`src/rtl/riscv_core_mem_arbiter_if.sv`:
```
// Cache-side and memory-side signals of the refill arbiter.
// The slave modport is the arbiter's view; master is the view of the caches/memory around it.
interface riscv_core_mem_arbiter_if #(
  parameter int ADDR_WIDTH     = 64,
  parameter int AXI_DATA_WIDTH = 256
);
  logic                      i_ic_req;
  logic [ADDR_WIDTH-1:0]     i_ic_addr;
  logic                      o_ic_done;
  logic [AXI_DATA_WIDTH-1:0] o_ic_rdata;

  logic                      i_dc_req;
  logic                      i_dc_we;
  logic [ADDR_WIDTH-1:0]     i_dc_addr;
  logic [AXI_DATA_WIDTH-1:0] i_dc_wdata;
  logic                      o_dc_done;
  logic [AXI_DATA_WIDTH-1:0] o_dc_rdata;

  logic                      o_mem_req;
  logic                      o_mem_we;
  logic [ADDR_WIDTH-1:0]     o_mem_addr;
  logic [AXI_DATA_WIDTH-1:0] o_mem_wdata;
  logic                      i_mem_done;
  logic [AXI_DATA_WIDTH-1:0] i_mem_rdata;

  modport slave (
    input  i_ic_req, i_ic_addr, i_dc_req, i_dc_we, i_dc_addr, i_dc_wdata,
           i_mem_done, i_mem_rdata,
    output o_ic_done, o_ic_rdata, o_dc_done, o_dc_rdata,
           o_mem_req, o_mem_we, o_mem_addr, o_mem_wdata
  );

  modport master (
    output i_ic_req, i_ic_addr, i_dc_req, i_dc_we, i_dc_addr, i_dc_wdata,
           i_mem_done, i_mem_rdata,
    input  o_ic_done, o_ic_rdata, o_dc_done, o_dc_rdata,
           o_mem_req, o_mem_we, o_mem_addr, o_mem_wdata
  );
endinterface

```
`src/rtl/riscv_core_mem_arbiter.sv`:
```
// Shares the single memory port between icache and dcache refills, one transaction at a time.
// Optional ARB_ROUND_ROBIN_EN: alternate grants on simultaneous requests; otherwise DC has fixed priority.
module riscv_core_mem_arbiter #(
  parameter int ADDR_WIDTH     = 64,
  parameter int AXI_DATA_WIDTH = 256
) (
  input logic                    i_clk,
  input logic                    i_rst_n,
  riscv_core_mem_arbiter_if.slave bus
);

  typedef enum logic [1:0] {ST_IDLE, ST_BUSY, ST_GAP} state_e;
  typedef enum logic {GR_IC = 1'b0, GR_DC = 1'b1} grant_e;

  state_e                    state_q;
  grant_e                    grant_q;
  logic                      mem_req_q;
  logic                      mem_we_q;
  logic [ADDR_WIDTH-1:0]     mem_addr_q;
  logic [AXI_DATA_WIDTH-1:0] mem_wdata_q;

  grant_e winner;
  logic   any_req;
  logic   done_ok;
  logic   ic_done;
  logic   dc_done;

`ifdef ARB_ROUND_ROBIN_EN
  grant_e last_q;
`endif

  assign any_req = bus.i_ic_req | bus.i_dc_req;

  // NOTE: give every always_comb output a value before any branch so no latch is inferred.
  always_comb begin
    winner = bus.i_dc_req ? GR_DC : GR_IC;
`ifdef ARB_ROUND_ROBIN_EN
    if (bus.i_ic_req && bus.i_dc_req) winner = (last_q == GR_DC) ? GR_IC : GR_DC;
`endif
  end

  // NOTE: state uses non-blocking assignments so every register sees pre-edge values.
  always_ff @(posedge i_clk or negedge i_rst_n) begin
    if (!i_rst_n) begin
      // NOTE: datapath registers are visible outputs, so they are reset too rather than left X.
      state_q     <= ST_IDLE;
      grant_q     <= GR_IC;
      mem_req_q   <= 1'b0;
      mem_we_q    <= 1'b0;
      mem_addr_q  <= '0;
      mem_wdata_q <= '0;
`ifdef ARB_ROUND_ROBIN_EN
      last_q      <= GR_DC;
`endif
    end else begin
      unique case (state_q)
        ST_IDLE: begin
          if (any_req) begin
            state_q   <= ST_BUSY;
            grant_q   <= winner;
            mem_req_q <= 1'b1;
`ifdef ARB_ROUND_ROBIN_EN
            last_q    <= winner;
`endif
            if (winner == GR_DC) begin
              mem_we_q    <= bus.i_dc_we;
              mem_addr_q  <= bus.i_dc_addr;
              mem_wdata_q <= bus.i_dc_wdata;
            end else begin
              mem_we_q    <= 1'b0;
              mem_addr_q  <= bus.i_ic_addr;
              mem_wdata_q <= '0;
            end
          end
        end
        ST_BUSY: begin
          if (bus.i_mem_done) begin
            state_q   <= ST_GAP;
            mem_req_q <= 1'b0;
          end
        end
        // One dead cycle lets the finishing cache drop its request before arbitration resumes.
        ST_GAP:  state_q <= ST_IDLE;
        default: state_q <= ST_IDLE;
      endcase
    end
  end

  assign done_ok = bus.i_mem_done && (state_q == ST_BUSY);
  assign ic_done = done_ok && (grant_q == GR_IC);
  assign dc_done = done_ok && (grant_q == GR_DC);

  assign bus.o_ic_done   = ic_done;
  assign bus.o_dc_done   = dc_done;
  assign bus.o_ic_rdata  = ic_done ? bus.i_mem_rdata : '0;
  assign bus.o_dc_rdata  = dc_done ? bus.i_mem_rdata : '0;
  assign bus.o_mem_req   = mem_req_q;
  assign bus.o_mem_we    = mem_we_q;
  assign bus.o_mem_addr  = mem_addr_q;
  assign bus.o_mem_wdata = mem_wdata_q;

endmodule

```
`src/flat_wrapper.sv`:
```
// flat-port wrapper written by rule: the top's interface ports become plain ports
module riscv_core_mem_arbiter_flat 
#(
  parameter int ADDR_WIDTH     = 64,
  parameter int AXI_DATA_WIDTH = 256
)
  (i_clk, i_rst_n, bus_i_ic_req, bus_i_ic_addr, bus_i_dc_req, bus_i_dc_we, bus_i_dc_addr, bus_i_dc_wdata, bus_i_mem_done, bus_i_mem_rdata, bus_o_ic_done, bus_o_ic_rdata, bus_o_dc_done, bus_o_dc_rdata, bus_o_mem_req, bus_o_mem_we, bus_o_mem_addr, bus_o_mem_wdata);
  riscv_core_mem_arbiter_if #(.ADDR_WIDTH(ADDR_WIDTH), .AXI_DATA_WIDTH(AXI_DATA_WIDTH)) bus_i ();
  input logic i_clk;
  input logic i_rst_n;
  input wire logic [$bits(bus_i.i_ic_req)-1:0] bus_i_ic_req;
  input wire logic [$bits(bus_i.i_ic_addr)-1:0] bus_i_ic_addr;
  input wire logic [$bits(bus_i.i_dc_req)-1:0] bus_i_dc_req;
  input wire logic [$bits(bus_i.i_dc_we)-1:0] bus_i_dc_we;
  input wire logic [$bits(bus_i.i_dc_addr)-1:0] bus_i_dc_addr;
  input wire logic [$bits(bus_i.i_dc_wdata)-1:0] bus_i_dc_wdata;
  input wire logic [$bits(bus_i.i_mem_done)-1:0] bus_i_mem_done;
  input wire logic [$bits(bus_i.i_mem_rdata)-1:0] bus_i_mem_rdata;
  output wire logic [$bits(bus_i.o_ic_done)-1:0] bus_o_ic_done;
  output wire logic [$bits(bus_i.o_ic_rdata)-1:0] bus_o_ic_rdata;
  output wire logic [$bits(bus_i.o_dc_done)-1:0] bus_o_dc_done;
  output wire logic [$bits(bus_i.o_dc_rdata)-1:0] bus_o_dc_rdata;
  output wire logic [$bits(bus_i.o_mem_req)-1:0] bus_o_mem_req;
  output wire logic [$bits(bus_i.o_mem_we)-1:0] bus_o_mem_we;
  output wire logic [$bits(bus_i.o_mem_addr)-1:0] bus_o_mem_addr;
  output wire logic [$bits(bus_i.o_mem_wdata)-1:0] bus_o_mem_wdata;
  assign bus_i.i_ic_req = bus_i_ic_req;
  assign bus_i.i_ic_addr = bus_i_ic_addr;
  assign bus_i.i_dc_req = bus_i_dc_req;
  assign bus_i.i_dc_we = bus_i_dc_we;
  assign bus_i.i_dc_addr = bus_i_dc_addr;
  assign bus_i.i_dc_wdata = bus_i_dc_wdata;
  assign bus_i.i_mem_done = bus_i_mem_done;
  assign bus_i.i_mem_rdata = bus_i_mem_rdata;
  assign bus_o_ic_done = bus_i.o_ic_done;
  assign bus_o_ic_rdata = bus_i.o_ic_rdata;
  assign bus_o_dc_done = bus_i.o_dc_done;
  assign bus_o_dc_rdata = bus_i.o_dc_rdata;
  assign bus_o_mem_req = bus_i.o_mem_req;
  assign bus_o_mem_we = bus_i.o_mem_we;
  assign bus_o_mem_addr = bus_i.o_mem_addr;
  assign bus_o_mem_wdata = bus_i.o_mem_wdata;
  riscv_core_mem_arbiter #(.ADDR_WIDTH(ADDR_WIDTH), .AXI_DATA_WIDTH(AXI_DATA_WIDTH)) u_core (.i_clk(i_clk), .i_rst_n(i_rst_n), .bus(bus_i));
endmodule
```
`config.mk`:
```
export PLATFORM = sky130hd
export DESIGN_NAME = riscv_core_mem_arbiter_flat
export DESIGN_NICKNAME = d
export VERILOG_FILES = /design/src/rtl/riscv_core_mem_arbiter_if.sv /design/src/rtl/riscv_core_mem_arbiter.sv /design/src/flat_wrapper.sv
export SDC_FILE = /design/constraint.sdc
export NUM_CORES = 1
export LEC_CHECK = 0
export BUFFER_PORTS_ARGS = -buffer_cell sky130_fd_sc_hd__buf_4
export CAP_MARGIN = 20
export CORE_AREA = 3 3 579 581
export CTS_CLUSTER_DIAMETER = 40
export CTS_CLUSTER_SIZE = 16
export DETAILED_ROUTE_END_ITERATION = 8
export DIE_AREA = 0 0 582 584
export PLACE_DENSITY = 0.31
export SYNTH_ARGS = -nofsm -noshare
export SYNTH_HDL_FRONTEND = slang
export SYNTH_SLANG_ARGS = --single-unit
```
`constraint.sdc`:
```
create_clock -name i_clk -period 1.3 [get_ports i_clk]
set_input_delay 0 -clock i_clk [delete_from_list [all_inputs] [get_ports i_clk]]
set_output_delay 0 -clock i_clk [all_outputs]
set_load 0.01 [all_outputs]
```
==> results of run 1 <==
[cells in the mapped netlist]
cell type  instances  area share
clkbuf_2          45       0.014
o21ai_0            1     0.00031
a21oi_1            1     0.00031
clkbuf_1           6      0.0014
buf_2             43       0.013
inv_1              3     0.00071
nor2_2             2     0.00078
buf_4              1     0.00047
nor2_1             1     0.00024
mux2_2           128       0.090
and2_1           513        0.20
nand3b_4           1      0.0013
o21ai_2            1     0.00055
a21o_1             1     0.00047
a22o_1           257        0.14
dfrtp_1          325        0.51
buf_6             32       0.023
nand2b_1           1     0.00039
[repair_timing]
item | 4_1_cts | 5_1_grt
resized for setup | 120 | 213
endpoints found under the hold margin | 650 | 2
buffers inserted | 6 | 6
cloned | 4 | 6
endpoints found under the setup margin | 996 | 964
pin swaps | 10 | 53
[logic make-up after synthesis]
kind of cell,after synthesis,share of synthesized area
AO/OA/AOI/OAI,261,0.143
AND/OR/NAND/NOR,518,0.204
multiplexers,128,0.0904
buffers and inverters,130,0.0528
flip-flops,325,0.510
[placed cells by master (no fill, tap or decap), drive strengths merged]
cell | synthesis | final
a21oi | 1 | 1
nand2b | 1 | 1
dfrtp | 325 | 325
nor2 | 3 | 3
buf | 76 | 1621
diode | 0 | 38
and2 | 513 | 513
clkinv | 0 | 16
bufinv | 0 | 11
mux2 | 128 | 128
clkbuf | 51 | 97
inv | 3 | 19
clkinvlp | 0 | 6
dlygate4sd3 | 0 | 389
o21ai | 2 | 2
a21o | 1 | 1
a22o | 257 | 257
nand3b | 1 | 1
[critical path, delay by kind of cell (launching register included)]
kind          cells  cell delay (ps)
simple gates      3              490
flops             1              390
buf+inv           4              680
[how the worst max path moves through the flow]
stage / cells after the start / to / slack (ps)
CTS: 7 / bus_o_dc_rdata[214] / -1130
floorplan: 5 / u_core.bus.o_mem_wdata[178] / 0.2
global placement: 6 / bus_o_dc_rdata[0] / -530
detailed placement: 6 / bus_o_dc_rdata[0] / -560
global route: 8 / bus_o_dc_rdata[29] / -1070
finish: 7 / bus_o_ic_rdata[202] / -960
[per-layer routing]
layer | vias to the layer above | GRT usage | share of wire
li1 | 8728 | - | -
met1 | 9917 | 0.130 | 0.33
met2 | 1339 | 0.240 | 0.48
met3 | 420 | 0.0821 | 0.13
met4 | 92 | 0.0630 | 0.055
met5 | - | 0 | 0.0024
[power by group]
group | internal, mW | switching [mW] | total [mW]
logic | 19.4 | 24.5 | 43.9
clock network | 13.9 | 7.24 | 21.2
registers | 15.2 | 3.77 | 19.0
total | 48.5 | 35.5 | 84.0
[sequential cells by signal (all words and copies together) (netlist names)]
name,cells
u_core.bus.o_mem_req,1
u_core.bus.o_mem_we,1
u_core.grant_q,1
u_core.state_q,2
u_core.bus.o_mem_wdata,256
u_core.bus.o_mem_addr,64
[layout make-up]
class,instances,area share
flip-flops and latches,325,0.196
well taps,4366,0.132
diodes,38,0.00230
inverters,3,0.000272
clock buffers,92,0.0508
clock inverters,49,0.0166
multi-input cells,907,0.176
repair buffers,2015,0.426
[per-stage QoR]
step            util  hold WS, ps  setup slack [ps]
6_report       0.125        -48.5              -959
5_1_grt        0.125        -65.8             -1070
4_1_cts        0.123         -105             -1130
3_5_place_dp   0.101         -122              -557
3_3_place_gp   0.101         -123              -532
2_1_floorplan      -         -296             0.222
==> results.sh, run 1 <==
export IMPL_drc=0
export IMPL_power_density_nw_per_um2=2030
export IMPL_insertion_delay_ps=660
export IMPL_min_to="u_core.state_q[0]"
export IMPL_num_vias=20496
export IMPL_nFillCells=37719
export IMPL_cp_data_arrival_time_ps=2260
export IMPL_ctsRootBufferMaster="clkbuf_16"
export IMPL_max_stage_delay_ps=390
export IMPL_finalHoldViolCount=1
export IMPL_cts_buffers=78
export IMPL_yosysUniqueCellTypes=18
export IMPL_first_global_vias=21791
export IMPL_post_dp_cell_area_um2=33200
export IMPL_required_ps=1300
export IMPL_placementRows=211
export IMPL_drv_cap=0
export IMPL_synthCells=1362
export IMPL_violations="negative hold slack, negative setup slack"
export IMPL_cts_tree="done"
export IMPL_worstHoldPathType="in2reg"
export IMPL_ys_warn_count=0
export IMPL_ys_seq_area_frac=0.510
export IMPL_hold_depth=4
export IMPL_worst_pin_slew_ps=432
export IMPL_critPathLaunch="u_core.state_q[1]"
export IMPL_dieHeight_um=584
export IMPL_synth_nets=2008
export IMPL_p_leak_nw=18.9
export IMPL_fp_dieArea_um2=340000
export IMPL_tns_ps=-563050
export IMPL_multiInputGateArea_um2=7290
export IMPL_antenna_found_initial=166
export IMPL_fmaxAchievable_ghz=0.443
export IMPL_layout_setup_ws_ps=-959
export IMPL_fin_crit_ps=2260
export IMPL_dr_pass1_iters=5
export IMPL_cts_hold_buf=390
export IMPL_cts_max_level=3
export IMPL_reg2regPathDepth=7
export IMPL_synth_area_um2=15900
export IMPL_setup_viol=842
export IMPL_die_width_um=582
export IMPL_cts_sinks=325
export IMPL_core_um2=330000
export IMPL_critPathSlowestCell="dfrtp_1"
export IMPL_port_buffers=1481
export IMPL_rsz0062_at_grt="yes"
export IMPL_skew_ps=35.7
export IMPL_drt_antenna_violating_nets=0
export IMPL_final_nets=3976
export IMPL_r2r_end="u_core.bus.o_mem_addr[26]"
export IMPL_area_growth_pct=160
export IMPL_crit_path_end_kind="primary output"
export IMPL_holdWs_ps=-48.5
export IMPL_maxSlewViolCount=0
export IMPL_post_route_period_util=1.74
export IMPL_clockBufferDepth=3
export IMPL_start_kind="flip-flop"
export IMPL_ios=1482
export IMPL_wirelength_um=246000
export IMPL_grt_max_degree=68
export IMPL_dp_cells=7208
export IMPL_wl_per_cell_um=31.5
export IMPL_rr_startpoint="u_core.state_q[1]"
export IMPL_grtUsageTotal=0.138
export IMPL_status="complete, but fails checks"
export IMPL_cp_common_cell="buf_12"
export IMPL_slew_headroom=0.712
export IMPL_grt_overflow=0
export IMPL_seqCellArea_um2=8130
export IMPL_crit_fanout=32
export IMPL_drive_gt1_frac=0.595
export IMPL_crit_type="reg2out"
export IMPL_ir_drop_v=0.00122
export IMPL_crit_chain="nand3b_4 > nor2_4 > buf_12 > buf_12 > buf_8 > and2_1 > buf_4"
export IMPL_viasPerCell=2.63
export IMPL_path_clk_slew_ps=50
export IMPL_dpl_hpwl_um=221000
export IMPL_reg2reg_slack_ps=-470
export IMPL_avgSynthCellArea_um2=11.7
export IMPL_first_iter_violations=894
export IMPL_fin_area_um2=41400
export IMPL_fin_cells=7795
export IMPL_ys_ff_latch=325
export IMPL_grt_first_pass_wirelength_um=293000
export IMPL_start_util=0.0483
export IMPL_hold_start="bus_i_dc_req"
export IMPL_power_total_mw=84.0
export IMPL_place_gp_congestion=0.936
No activity file was read; power rests on OpenSTA's default activity.
==> run 2, diff against run 1 <==
Settings changed: CORE_AREA 3 3 579 581 to 2 2 578 580, DIE_AREA 0 0 582 584 to 0 0 580 582.
==> results.sh, run 2 (synthesis gave the netlist of run 1 again) <==
export IMPL_placementRows=212
export IMPL_fin_util=0.125
export IMPL_drt_antenna_violating_nets=0
export IMPL_antenna_found_initial=175
export IMPL_crit_type="reg2out"
export IMPL_core_um2=332000
export IMPL_crit_path_end_kind="primary output"
export IMPL_clockBufferDepth=3
export IMPL_p_leak_nw=18.9
export IMPL_fin_area_um2=41400
export IMPL_cts_buffers=73
export IMPL_fin_crit_ps=2290
export IMPL_skew_ps=43.4
export IMPL_largest_register_ffs=256
export IMPL_hold_start="bus_i_dc_wdata[9]"
export IMPL_crit_buf_inv=3
export IMPL_grtUsageTotal=0.136
export IMPL_start_util=0.0481
export IMPL_num_vias=20612
export IMPL_viasPerCell=2.63
export IMPL_layout_setup_ws_ps=-992
export IMPL_rr_startpoint="u_core.state_q[1]"
export IMPL_place_gp_congestion=0.979
export IMPL_first_global_vias=21538
export IMPL_wl_per_cell_um=30.9
export IMPL_power_density_nw_per_um2=1990
export IMPL_cts_tree="done"
export IMPL_worstHoldPathType="in2reg"
export IMPL_ir_drop_v=0.00106
export IMPL_slew_headroom=0.685
export IMPL_post_dp_cell_area_um2=33100
export IMPL_post_route_period_util=1.76
export IMPL_dpl_hpwl_um=215000
export IMPL_drv_cap=0
export IMPL_drc=0
export IMPL_cp_top_family="buffers and inverters"
export IMPL_nFillCells=37990
export IMPL_drive_gt1_frac=0.589
export IMPL_area_growth_pct=160
export IMPL_rsz0062_at_grt="yes"
export IMPL_fp_dieArea_um2=338000
export IMPL_insertion_delay_ps=680
export IMPL_final_nets=3988
export IMPL_crit_fanout=11
export IMPL_die_width_um=580
export IMPL_ctsRootBufferMaster="clkbuf_16"
export IMPL_dr_pass1_iters=5
export IMPL_wirelength_um=242000
export IMPL_start_kind="flip-flop"
export IMPL_ios=1482
export IMPL_setup_viol=842
export IMPL_critPathLaunch="u_core.state_q[1]"
export IMPL_final_common_cell="buf_4"
export IMPL_grt_first_pass_wirelength_um=288000
export IMPL_cts_max_level=3
export IMPL_first_iter_violations=1030
export IMPL_status="complete, but fails checks"
export IMPL_seqCellArea_um2=8130
export IMPL_cts_sinks=325
export IMPL_path_clk_slew_ps=50
export IMPL_max_stage_delay_ps=380
export IMPL_grt_overflow=0
export IMPL_maxSlewViolCount=0
export IMPL_finalHoldViolCount=0
export IMPL_power_total_mw=82.2
export IMPL_fmaxAchievable_ghz=0.436
export IMPL_port_buffers=1481
export IMPL_dieHeight_um=582
export IMPL_multiInputGateArea_um2=7260
export IMPL_mostFrequentLayoutCells="1,432 x buf_4, 403 x and2_1, 392 x dlygate4sd3_1"
export IMPL_violations="negative setup slack"
export IMPL_crit_chain="nand3b_4 > nor2_4 > buf_12 > bufbuf_16 > and2_1 > buf_4"
export IMPL_required_ps=1300
export IMPL_cp_data_arrival_time_ps=2290
export IMPL_grt_max_degree=74
export IMPL_worst_pin_slew_ps=473
export IMPL_critPathSlowestCell="dfrtp_1"
## run 2: changes by cell type in the layout (fill, tap and decap cells not counted), sizes merged
cell         change
clkbuf          +15
buf              +3
inv             -14
clkinv           +5
bufinv           -5
dlygate4sd3      +3
diode           +22
bufbuf           +1
clkinvlp         -1
## run 2: repair_timing
action | 4_1_cts | 5_1_grt
buffers inserted | 3 | 20
setup endpoints to repair | 1044 | 992
resized for setup | 39 | 260
endpoints found under the hold margin | 649 | 3
pin swaps | 0 | 60
gates cloned | 2 | 16
hold buffers | 392 | 1
## run 2: metrics by stage
step | setup TNS, ps | worst slack, ps | hold WS [ps] | cells
2_1_floorplan | 0 | 0.222 | -296 | 1362
3_3_place_gp | -231510 | -542 | -137 | 7220
3_5_place_dp | -223900 | -548 | -136 | 7220
4_1_cts | -593560 | -1080 | -437 | 7748
5_1_grt | -680440 | -1110 | 46.1 | 7810
6_report | -575100 | -992 | 76.6 | 7845
## run 2: cell type report
type | instances | area share
timing repair buffer | 2032 | 0.430
sequential | 325 | 0.196
multi-input combinational | 907 | 0.175
tap | 4387 | 0.133
clock buffer | 97 | 0.0492
clock inverter | 34 | 0.0122
antenna | 60 | 0.00363
inverter | 3 | 0.000272
## run 2: report_power, final
part	switching, mW	total (mW)	internal (mW)
Sequential	3.45	18.7	15.2
Clock	6.99	19.3	12.3
Combinational	24.5	44.3	19.8
## run 2: path summary, 6_finish.rpt
path / to / slack [ps] / depth (start not counted)
worst max register to register: u_core.bus.o_mem_wdata[107] / -470 / 7
max in group asynchronous: u_core.bus.o_mem_wdata[211] / 290 / 4
min in group asynchronous: u_core.bus.o_mem_wdata[14] / 490 / 4
worst min-delay path: u_core.bus.o_mem_wdata[9] / 80 / 3
worst max-delay path: bus_o_ic_rdata[133] / -990 / 6
worst min register to register: u_core.bus.o_mem_addr[10] / 500 / 1
## run 2: worst reg2reg max path: stages (launching register included)
cell and delay, ps:
dfrtp_1 380, buf_4 140, buf_4 120, nor2_2 190, o21ai_4 160, buf_12 190
buf_12 200, a22o_1 330
## run 2: metal layers
layer  global-route usage  up-vias  share of wire
met3               0.0698      439           0.11
met2                0.243     1343           0.50
met1                0.134    10008           0.34
met4               0.0504       54          0.045
met5                    0        -         0.0014
li1                     -     8768              -
